==> src/rtl/bus_dma_pkg.sv <==
// Shared definitions for the bus DMA engine: io map constants and FSM state encoding.
package bus_dma_pkg;

    localparam logic [15:0] GPI_A  = 16'h0100;
    localparam logic [15:0] GPO_A  = 16'h0101;
    localparam int unsigned RAM_AW = 7;

    typedef enum logic [2:0] {
        StIdle = 3'd0,
        StReq  = 3'd1,
        StRd   = 3'd2,
        StWr   = 3'd3,
        StDone = 3'd4
    } state_e;

endpackage

==> src/rtl/bus_dma.sv <==
// Bus-initiator DMA: copies or fills a block of words over the io bus while granted.
// Copy does a read/write pair per word; fill writes one word per granted cycle.
module bus_dma
    import bus_dma_pkg::*;
#(
    parameter int unsigned DW = 16,
    parameter int unsigned AW = 13
) (
    input  logic          clk,
    input  logic          rst,
    input  logic          cmd_valid,
    output logic          cmd_ready,
    input  logic          cmd_fill,
    input  logic [AW-1:0] cmd_src,
    input  logic [AW-1:0] cmd_dst,
    input  logic [AW-1:0] cmd_len,
    input  logic [DW-1:0] cmd_pattern,
    output logic          done,
    output logic          bus_req,
    input  logic          bus_gnt,
    output logic [AW-1:0] bus_addr,
    output logic [DW-1:0] bus_dout,
    output logic          bus_we,
    input  logic [DW-1:0] bus_din
);

    state_e        state_q, state_d;
    logic          fill_q, fill_d;
    logic [AW-1:0] src_q, src_d;
    logic [AW-1:0] dst_q, dst_d;
    logic [AW-1:0] len_q, len_d;
    logic [DW-1:0] pattern_q, pattern_d;

    always_comb begin
        state_d   = state_q;
        fill_d    = fill_q;
        src_d     = src_q;
        dst_d     = dst_q;
        len_d     = len_q;
        pattern_d = pattern_q;
        cmd_ready = 1'b0;
        done      = 1'b0;
        bus_req   = 1'b0;
        bus_we    = 1'b0;
        bus_addr  = '0;
        bus_dout  = '0;

        unique case (state_q)
            StIdle: begin
                cmd_ready = 1'b1;
                if (cmd_valid) begin
                    fill_d    = cmd_fill;
                    src_d     = cmd_src;
                    dst_d     = cmd_dst;
                    len_d     = cmd_len;
                    pattern_d = cmd_pattern;
                    state_d   = (cmd_len == '0) ? StDone : StReq;
                end
            end
            StReq: begin
                bus_req = 1'b1;
                if (bus_gnt) begin
                    state_d = fill_q ? StWr : StRd;
                end
            end
            StRd: begin
                bus_req  = 1'b1;
                bus_addr = src_q;
                state_d  = bus_gnt ? StWr : StReq;
            end
            StWr: begin
                bus_req  = 1'b1;
                bus_addr = dst_q;
                // Slave holds the read data through write cycles, so bus_din is still valid here.
                bus_dout = fill_q ? pattern_q : bus_din;
                if (bus_gnt) begin
                    bus_we = 1'b1;
                    src_d  = src_q + AW'(1);
                    dst_d  = dst_q + AW'(1);
                    len_d  = len_q - AW'(1);
                    if (len_q == AW'(1)) begin
                        state_d = StDone;
                    end else begin
                        state_d = fill_q ? StWr : StRd;
                    end
                end else begin
                    state_d = StReq;
                end
            end
            StDone: begin
                done    = 1'b1;
                state_d = StIdle;
            end
            default: state_d = StIdle;
        endcase

        // A reset landing mid-word must not let the in-flight write or a done pulse escape.
        if (rst) begin
            bus_we = 1'b0;
            done   = 1'b0;
        end
    end

    always_ff @(posedge clk) begin
        if (rst) begin
            state_q   <= StIdle;
            fill_q    <= 1'b0;
            src_q     <= '0;
            dst_q     <= '0;
            len_q     <= '0;
            pattern_q <= '0;
        end else begin
            state_q   <= state_d;
            fill_q    <= fill_d;
            src_q     <= src_d;
            dst_q     <= dst_d;
            len_q     <= len_d;
            pattern_q <= pattern_d;
        end
    end

endmodule
==> config.mk <==
export PLATFORM = sky130hd
export DESIGN_NAME = bus_dma
export DESIGN_NICKNAME = d
export VERILOG_FILES = /design/src/rtl/bus_dma_pkg.sv /design/src/rtl/bus_dma.sv
export SDC_FILE = /design/constraint.sdc
export NUM_CORES = 1
export LEC_CHECK = 0
export ABC_AREA = 1
export CAP_MARGIN = 20
export CORE_MARGIN = 10
export CORE_UTILIZATION = 45
export DETAILED_ROUTE_END_ITERATION = 7
export GPL_TIMING_DRIVEN = 0
export MAX_ROUTING_LAYER = met4
export PLACE_DENSITY = 0.75
export SETUP_SLACK_MARGIN = 0.15
export SLEW_MARGIN = 40
export SYNTH_ARGS = -nofsm -noshare
export SYNTH_HDL_FRONTEND = slang
export SYNTH_SLANG_ARGS = --single-unit
==> constraint.sdc <==
create_clock -name clk -period 1.98 [get_ports clk]
set_input_delay 0.198 -clock clk [delete_from_list [all_inputs] [get_ports clk]]
set_output_delay 0.198 -clock clk [all_outputs]
set_load 0.005 [all_outputs]
Yosys cells after proc, flatten, opt, wreduce, memory -nomap -nowiden
Cells that the tools add are included.

Flip-flop bits (word level): 59.

Reduce and logical (&&, ||, !) cells: 7. Add/sub/neg operators: 3. Muxes and demuxes: 27. Equality and inequality tests: 8.

Operators with widths (number): $pmux 13 s2 (4); $mux 13 (6); $mux 16 (2); $add 13x1->13 const B (2); $mux 3 (5); $eq 13x1->1 const B (1); $logic_not 13->1 (1); $sub 13x1->13 const B (1); $pmux 3 s4 (1); $mux 1 (8); $eq 3x2->1 const B (2); $ne 2x2->1 const B (3); $reduce_and 2->1 (2); $eq 3x1->1 const B (1); $eq 3x3->1 const B (1); $logic_not 3->1 (1); $reduce_and 3->1 (1); $reduce_or 3->1 (1); $mux 2 (1); $reduce_bool 2->1 (1).

Logic depth before layout (Yosys ltp)
Gate-level depths: netlist of the first run.

Depth in word-level cells: 4. Depth in mapped cells: 11. Depth with buffers taken out: 11.

Worst setup path after synthesis of the first run
No wires, ideal clock.

Path type: reg2out. Start point: register state_q[2]. End point: output port bus_addr[1]. Required time: 1.782 ns. Cell stages (with the launch flop): 7. Data arrival time: 1.197 ns. Path slack: 0.585 ns. Cells stage by stage: dfxtp_1 inv_2 nand3_2 inv_2 buf_4 buf_2 a22o_1.

Word-level cells in the longest chain between the ends: 2. Elaborated cells between the ends (all ways): 3.

RTL lines: from (decl) (line bus_dma.sv:27) `state_e state_q, state_d;`; from (signal assigned) (line bus_dma.sv:106) `state_q <= StIdle;`; from (signal assigned) (line bus_dma.sv:113) `state_q <= state_d;`; $eq 3x2->1 (line bus_dma.sv:48) `unique case (state_q)`; $pmux 13 s2 (*) (line bus_dma.sv:48); to (decl) (line bus_dma.sv:21) `output logic [AW-1:0] bus_addr,`.

Every way passes the cells marked *; elsewhere a longest branch is shown, timed or not.

Worst setup path after layout of the first run
Start point: register state_q[0]. End point: output port bus_addr[1].

Same word-level chain as after synthesis.

==> out/qor.yml, run 1 <==
outcome:
  status: "finished, final reports clean"
grt:
  antenna_found_initial: 0
  grtUsageMet1_pct: 28.4
  grt_pass1_wl_um: 23000
  grt_util_met3_pct: 4.92
  grt_usage_pct: 23.0
  grt_max_degree: 11
  grt_busiest_layer: "met2"
  grt.met2_usage_pct: 35.8
  grt_pass1_vias: 4483
  overflow: 0
final_layout:
  final_common_cell: "nand2_1"
  fillerInstances: 723
  layout-drive-gt1-share_pct: 14.0
  final_cell_mix: "149 x nand2_1, 76 x clkdlybuf4s50_1, 72 x o21ai_0, 65 x inv_1"
  num_antenna_cells: 0
  area_delta_synth_final_pct: 44.6
  multi_input_area_sq_um: 2160
  final_area_sq_um: 5390
  regArea_sq_um: 1190
  nets: 820
timing:
  skew_ns: 0.00845
  rsz0062_at_grt: "yes"
  fmax_mhz: 561
  setup_viol: 0
  max-slew-margin-rel_pct: 57.6
  tightest_slew_ns: 0.636
  drv_slew: 0
  min_period_ns: 1.78
  timing.final.crit_share_pct: 90.0
  hold_viol: 0
  fin_tns_setup_ns: 0
detailed_routing:
  vias_per_cell: 5.50
  routed_wl_um: 14500
  remaining_drc_errors: 0
  wl_per_cell_um: 17.0
  vias: 4671
  drt_iter0_drc: 395
  first_pass_iters: 5
  ant_nets: 0
yosys:
  syn_area_sq_um: 3730
  yosysUniqueCellTypes: 34
  synth_nets: 684
  synth-seq-cells: 59
  ys_seq_area_share_pct: 31.7
  synth_cells: 604
  yosysWarnings: 0
  syn_area_per_cell_sq_um: 6.17
worst_hold_path:
  worstHoldPathType: "in2reg"
  holdCritStartpoint: "rst"
critical_path:
  crit_start: "state_q[0]"
  crit_path_end_kind: "primary output"
  worstPathRequired_ns: 1.78
  reg2reg_from: "state_q[0]"
  critical_path_class: "reg2out"
  cp_max_fo: 5
  cp.arrival_ns: 1.58
  critPathLaunchType: "flop"
clock_tree:
  clk_root_buffer_cell: "clkbuf_8"
  clock_latency_ns: 0.35
  cts_tree: "yes"
  cts_buffer_depth: 2
  clk_pin_slew_worst_paths_ns: 0.07
  ctsHoldBuffers: 0
  cts.sinks: 59
  cts_made_buffers: 9
  htreeDepth: 3
die:
  fp.dieW_um: 111
  die_area_sq_um: 12300
  die_y_um: 111
  core_sq_um: 8130
  start_util_pct: 45.8
  num_rows: 33
  ios: 109
power_and_ir_drop:
  cellPowerDensity_nw_per_um2: 759
  peakVddDrop_uv: 477
  power_uw: 4090
  leakagePower_uw: 0.00235
run:
  maxCapViolations: 0
placement:
  dpl.hpwl_um: 10500
  port_buffers: 108
  gp_congestion: 0.932
  dpl_cell_area_sq_um: 4940
==> cell families after synthesis <==
family,after synthesis,synth area share (%)
buf+inv,104,11.6
simple gates,266,29.8
flops,59,31.7
compound gates,168,24.8
xor+xnor,3,0.705
fa+ha+maj,4,1.34
==> cell usage after synthesis <==
library cell	number	area share, %
dfxtp_1	59	32
nor2_8	1	0.54
nor2_1	60	6.0
a21oi_1	57	7.7
o22ai_1	7	1.2
nor3_1	8	1.1
a211oi_2	2	0.67
o31ai_1	3	0.60
buf_1	2	0.20
a211oi_1	2	0.40
nor2_2	1	0.17
inv_1	67	6.7
buf_6	1	0.30
inv_2	4	0.40
nand4_1	4	0.67
a31oi_1	11	1.8
o21a_1	1	0.20
ha_1	4	1.3
o211a_1	1	0.27
nand2_1	149	15
a21oi_2	3	0.71
o21ai_0	74	9.9
o21ai_1	2	0.27
buf_2	16	2.1
or2_2	5	0.84
nand3_2	1	0.27
nand3_1	34	4.6
xor2_1	3	0.71
buf_4	4	0.81
a22o_1	2	0.47
o211ai_1	3	0.60
nand2_2	2	0.34
clkbuf_1	10	1.0
nand2_4	1	0.30
==> through the flow <==
step | util [%] | worst slack (ns) | std cells | hold WS, ns
after CTS | 65.6 | 0.122 | 846 | 0.279
after floorplan | - | 0.585 | 604 | 0.271
after detailed placement | 60.7 | -0.126 | 817 | 0.443
final | 66.2 | 0.197 | 850 | 0.296
after global routing | 66.2 | 0.127 | 850 | 0.270
after global placement | 60.7 | -0.115 | 817 | 0.436
==> final timing paths <==
| check | to | slack, ns | cells after the start |
|---|---|---|---|
| setup / recovery | bus_addr[1] | 0.20 | 7 |
| hold / removal | src_q[2] | 0.30 | 2 |
| setup reg to reg | dst_q[12] | 0.28 | 9 |
| hold reg to reg | pattern_q[11] | 0.45 | 2 |
==> per-layer routing <==
layer | part of all wire (%) | routed length [um]
met1 | 44 | 6440
met2 | 46 | 6610
met3 | 7.6 | 1100
met4 | 2.3 | 328
met5 | 0 | 0
==> repair_timing <==
| item | in CTS | in global routing |
|---|---|---|
| setup buffers | 13 | 4 |
| resized for setup | 86 | 27 |
| pin swaps | 0 | 1 |
| setup endpoints to repair | 31 | 33 |
==> registers in the layout (all words and copies together), names as in the netlist <==
name and cells:
state_q 3, src_q 13, len_q 13, fill_q 1
dst_q 13, pattern_q 16
==> critical path, stage by stage, from the launching register on <==
cell and delay [ns]:
dfxtp_4 0.37, inv_1 0.06, nand3_2 0.07, buf_6 0.14
clkinvlp_4 0.14, buf_12 0.15, a22o_1 0.18, buf_2 0.12
==> cell type report <==
class / instances / area share, %
flip-flops and latches: 59 / 22.1
clock buffers: 12 / 3.07
inverters: 71 / 5.11
clock inverters: 4 / 0.883
well taps: 105 / 2.44
repair buffers: 125 / 21.8
multi-input cells: 441 / 40.2
plain buffers: 33 / 4.41
==> where the power goes <==
| group | internal [uW] | switching, uW | leakage [uW] | total (uW) |
|---|---|---|---|---|
| clock network | 680 | 513 | 0.000108 | 1190 |
| registers | 1370 | 145 | 0.000489 | 1510 |
| logic | 569 | 813 | 0.00175 | 1380 |
| total | 2620 | 1470 | 0.00235 | 4090 |
No activity file was read; power rests on OpenSTA's default activity.
==> run 2: changes to the inputs <==
- PLACE_DENSITY: 0.75 -> unset
- PLACE_DENSITY_LB_ADDON: unset -> 0.12
==> run 2 against run 1 <==
Utilization decreased by 0.51 points; total power decreased by 5.6%; sequential cell count unchanged; sequential share of layout area increased by 0.17 points; fmax decreased by 0.86%; combinational power about the same; largest cell class unchanged; setup slack got worse by 0.015 ns; clock power decreased by 19%; die area unchanged; critical path depth increased by 1; register-to-register slack got worse by 0.098 ns; first-iteration DRC count decreased by 6.1%.
==> out/qor.yml, run 2 (synthesis gave the netlist of run 1 again) <==
die:
  fp.dieW_um: 111
  start_util_pct: 45.8
  ios: 109
  num_rows: 33
  die_y_um: 111
  die_area_sq_um: 12300
  core_sq_um: 8130
final_layout:
  nets: 821
  post-route-util_pct: 65.7
  layout-drive-gt1-share_pct: 12.7
  fillerInstances: 754
  multi_input_area_sq_um: 2150
  final_area_sq_um: 5350
  num_antenna_cells: 0
  final_common_cell: "nand2_1"
  regArea_sq_um: 1190
  largest_reg_flops: 16
  final_cell_mix: "149 x nand2_1, 76 x clkdlybuf4s50_1, 70 x o21ai_0, 65 x inv_1, 58 x nor2_1"
  largest_register: "pattern_q"
  area_delta_synth_final_pct: 43.5
critical_path:
  path_cells: "inv_6, nand3_4, inv_6, buf_4, clkbuf_1, o21ai_0, o211ai_1, a21oi_1"
  worstPathRequired_ns: 2.21
  cp_num_buf_inv: 4
  cp.arrival_ns: 2.03
  cp_max_fo: 10
  critPathLaunchType: "flop"
  path_common_cell: "inv_6"
  crit_path_end_kind: "flop"
  cp_top_family: "buffers and inverters"
  crit_slowest_cell: "clkbuf_1"
  critical_path_class: "reg2reg"
  cp_slowest_stage_delay_ns: 0.49
power_and_ir_drop:
  power_uw: 3860
  leakagePower_uw: 0.00238
  peakVddDrop_uv: 572
  cellPowerDensity_nw_per_um2: 722
timing:
  skew_ns: 0.00735
  min_period_ns: 1.80
  drv_slew: 0
  fmax_mhz: 556
  max-slew-margin-rel_pct: 57.0
  setup_viol: 0
  timing.final.crit_share_pct: 90.8
  rsz0062_at_grt: "yes"
  tightest_slew_ns: 0.645
  hold_viol: 0
placement:
  port_buffers: 108
  dpl.hpwl_um: 10300
  dpl_cell_area_sq_um: 4940
  gp_congestion: 0.957
grt:
  grt_usage_pct: 22.4
  grt_pass1_vias: 4436
  overflow: 0
  antenna_found_initial: 0
  grt_max_degree: 20
  grt_pass1_wl_um: 22500
detailed_routing:
  remaining_drc_errors: 0
  vias: 4696
  first_pass_iters: 6
  drt_iter0_drc: 371
  routed_wl_um: 14200
  vias_per_cell: 5.52
  ant_nets: 0
  wl_per_cell_um: 16.7
clock_tree:
  ctsHoldBuffers: 0
  clk_pin_slew_worst_paths_ns: 0.07
  htreeDepth: 3
  clock_latency_ns: 0.35
  cts_made_buffers: 9
  cts.sinks: 59
  clk_root_buffer_cell: "clkbuf_8"
  cts_tree: "yes"
  cts_buffer_depth: 2
outcome:
  status: "finished, final reports clean"
run:
  maxCapViolations: 0
worst_hold_path:
  worstHoldPathType: "in2reg"
-- run 2: path summary, 6_finish.rpt --
| check | start | endpoint | slack, ns | cells after the start |
|---|---|---|---|---|
| setup / recovery | state_q[2] | len_q[6] | 0.18 | 8 |
| hold / removal | cmd_dst[10] | dst_q[10] | 0.42 | 3 |
| setup reg to reg | state_q[2] | len_q[6] | 0.18 | 8 |
| hold reg to reg | pattern_q[7] | pattern_q[7] | 0.45 | 2 |
-- run 2: where the power goes --
| part | switching [uW] | internal, uW | leakage, uW |
|---|---|---|---|
| clock | 516 | 448 | 0.0000791 |
| sequential | 145 | 1370 | 0.000489 |
| combinational | 800 | 583 | 0.00181 |
| total | 1460 | 2400 | 0.00238 |
-- run 2: repair_timing --
item                                    4_1_cts  5_1_grt
buffers inserted                             12        7
resized for setup                            87       17
pin swaps                                     0        1
endpoints found under the setup margin       31       37
-- run 2: area by class of cell --
type	instances	area share, %
Buffer	32	4.45
Clock buffer	11	2.46
Clock inverter	5	0.562
Inverter	71	5.24
Multi-Input combinational cell	441	40.1
Sequential cell	59	22.3
Tap cell	105	2.46
Timing Repair Buffer	127	22.4
-- run 2: per-layer routing --
layer	global-route usage (%)	routed length, um	vias to the layer above
met5	-	0	-
met4	6.94	261	0
met3	4.87	1230	25
met2	34.7	6530	270
met1	28.3	6220	2147
li1	-	-	2254
-- run 2: per-stage QoR --
step	setup slack, ns	cells	hold slack (ns)	setup TNS, ns
after global placement	-0.128	817	0.436	-1.54
final	0.182	851	0.424	0
after floorplan	0.585	604	0.271	0
after CTS	0.151	844	0.432	0
after global routing	0.109	851	0.440	0
after detailed placement	-0.127	817	0.442	-1.54
-- run 2: worst reg2reg max path, cell delays in order (launching register included) --
cell	delay (ns)
dfxtp_4	0.36
inv_6	0.07
nand3_4	0.10
inv_6	0.10
buf_4	0.12
clkbuf_1	0.49
o21ai_0	0.22
o211ai_1	0.13
a21oi_1	0.09
==> run 3: changes to the inputs <==
- CORE_ASPECT_RATIO: unset -> 0.8
- CTS_CLUSTER_SIZE: unset -> 30
==> run 3 against run 2 <==
Fmax fell by 3.6%; routed wire length fell by 0.75%; design area rose by 0.59%; first-iteration DRC count rose by 46%; sequential share of layout area fell by 0.083 points; sequential power barely moved; clock skew rose by 0.0034 ns; clock-buffer cell count rose by 1; global-route usage rose by 0.53 points; sequential cell count did not move; largest cell class unchanged; largest power group unchanged.
==> out/qor.yml, run 3 (synthesis gave the netlist of run 1 again) <==
critical_path:
  r2r_slack_ns: 0.24
  cp_max_fo: 3
  reg2reg_to: "len_q[1]"
  crit_end: "bus_addr[2]"
  crit_path_end_kind: "primary output"
  critical_path_class: "reg2out"
  critPathLaunchType: "flop"
  reg2reg_from: "state_q[0]"
  cp.arrival_ns: 1.67
  r2r_cells: 10
  crit_start: "state_q[2]"
  worstPathRequired_ns: 1.78
clock_tree:
  cts.sinks: 59
  cts_made_buffers: 9
  clk_root_buffer_cell: "clkbuf_8"
  clock_latency_ns: 0.35
  cts_tree: "yes"
  ctsHoldBuffers: 0
  clk_pin_slew_worst_paths_ns: 0.07
  cts_buffer_depth: 2
  htreeDepth: 3
placement:
  gp_congestion: 0.946
  dpl_cell_area_sq_um: 4940
  dpl.hpwl_um: 10300
  port_buffers: 108
  place_ws_ns: -0.152
final_layout:
  layout-drive-gt1-share_pct: 14.1
  nets: 826
  final_cell_mix: "147 x nand2_1, 76 x clkdlybuf4s50_1, 73 x o21ai_0, 63 x inv_1, 58 x nor2_1"
  fillerInstances: 749
  final_area_sq_um: 5380
  area_delta_synth_final_pct: 44.3
  largest_register: "pattern_q"
  num_antenna_cells: 0
  multi_input_area_sq_um: 2160
  final_common_cell: "nand2_1"
  regArea_sq_um: 1190
  largest_reg_flops: 16
  post-route-util_pct: 67.4
run:
  maxCapViolations: 0
grt:
  grt_max_degree: 20
  antenna_found_initial: 0
  grt_pass1_vias: 4300
  grt_usage_pct: 22.9
  grt_pass1_wl_um: 22200
  overflow: 0
power_and_ir_drop:
  leakagePower_uw: 0.00239
  cellPowerDensity_nw_per_um2: 724
  peakVddDrop_uv: 407
timing:
  fin_tns_setup_ns: 0
  skew_ns: 0.0108
  holdWs_ns: 0.420
  rsz0062_at_grt: "yes"
  max-slew-margin-rel_pct: 67.5
  fmax_mhz: 536
  timing.final.crit_share_pct: 94.2
  tightest_slew_ns: 0.487
  worst_slack_ns: 0.116
  min_period_ns: 1.86
  hold_viol: 0
  setup_viol: 0
  drv_slew: 0
detailed_routing:
  routed_wl_um: 14100
  first_pass_iters: 6
  vias: 4654
  wl_per_cell_um: 16.5
  ant_nets: 0
  remaining_drc_errors: 0
  drt_iter0_drc: 542
  vias_per_cell: 5.42
die:
  core_sq_um: 7980
  num_rows: 29
  ios: 109
  fp.dieW_um: 122
  die_y_um: 101
  die_area_sq_um: 12300
  start_util_pct: 46.7
worst_hold_path:
  worstHoldPathType: "in2reg"
outcome:
  status: "finished, final reports clean"
run 3: area by class of cell:
type                    count  share of cell area, %
plain buffers              31                   4.12
clock buffers              12                   2.70
clock inverters             3                  0.279
inverters                  71                   5.17
multi-input cells         441                   40.2
flip-flops and latches     59                   22.2
well taps                 108                   2.51
repair buffers            133                   22.8
run 3: repair_timing:
item / in CTS / in global routing
pin swaps: 3 / 1
buffers inserted: 18 / 7
cloned: 0 / 0
endpoints found under the hold margin: 0 / 0
setup endpoints to repair: 31 / 45
gates resized for setup: 89 / 22
run 3: worst min path at each step:
stage / start / end / slack, ns / depth (start not counted)
after floorplan: rst / src_q[2] / 0.27 / 1
after global placement: pattern_q[8] / pattern_q[8] / 0.44 / 2
after detailed placement: pattern_q[4] / pattern_q[4] / 0.44 / 2
after CTS: cmd_dst[10] / dst_q[10] / 0.42 / 3
after global routing: cmd_dst[10] / dst_q[10] / 0.45 / 3
final: cmd_dst[10] / dst_q[10] / 0.42 / 3
run 3: power by group:
part / switching, uW / internal (uW) / total, uW / leakage (uW)
sequential: 151 / 1370 / 1520 / 0.000490
clock: 476 / 476 / 951 / 0.0000860
combinational: 822 / 599 / 1420 / 0.00182
total: 1450 / 2440 / 3890 / 0.00239
run 3: through the flow:
| stage | instances | power, uW |
|---|---|---|
| global placement | 820 | 2760 |
| CTS | 852 | 3800 |
| floorplan | 604 | 2290 |
| global route | 858 | 4120 |
| detailed placement | 820 | 2800 |
| finish | 858 | 3890 |
run 3: critical path: stages (launching register included):
cell	delay, ns
dfxtp_4	0.37
inv_6	0.04
nand3_4	0.07
buf_8	0.13
clkinvlp_4	0.09
buf_6	0.12
buf_6	0.10
buf_6	0.10
a22o_1	0.17
buf_2	0.13
run 3: per-layer routing:
metal | up-vias | track usage, % | part of all wire [%]
met5 | - | - | 0
met4 | 0 | 5.58 | 1.4
met3 | 23 | 6.45 | 10
met2 | 252 | 35.4 | 45
met1 | 2115 | 28.9 | 43
li1 | 2264 | - | -
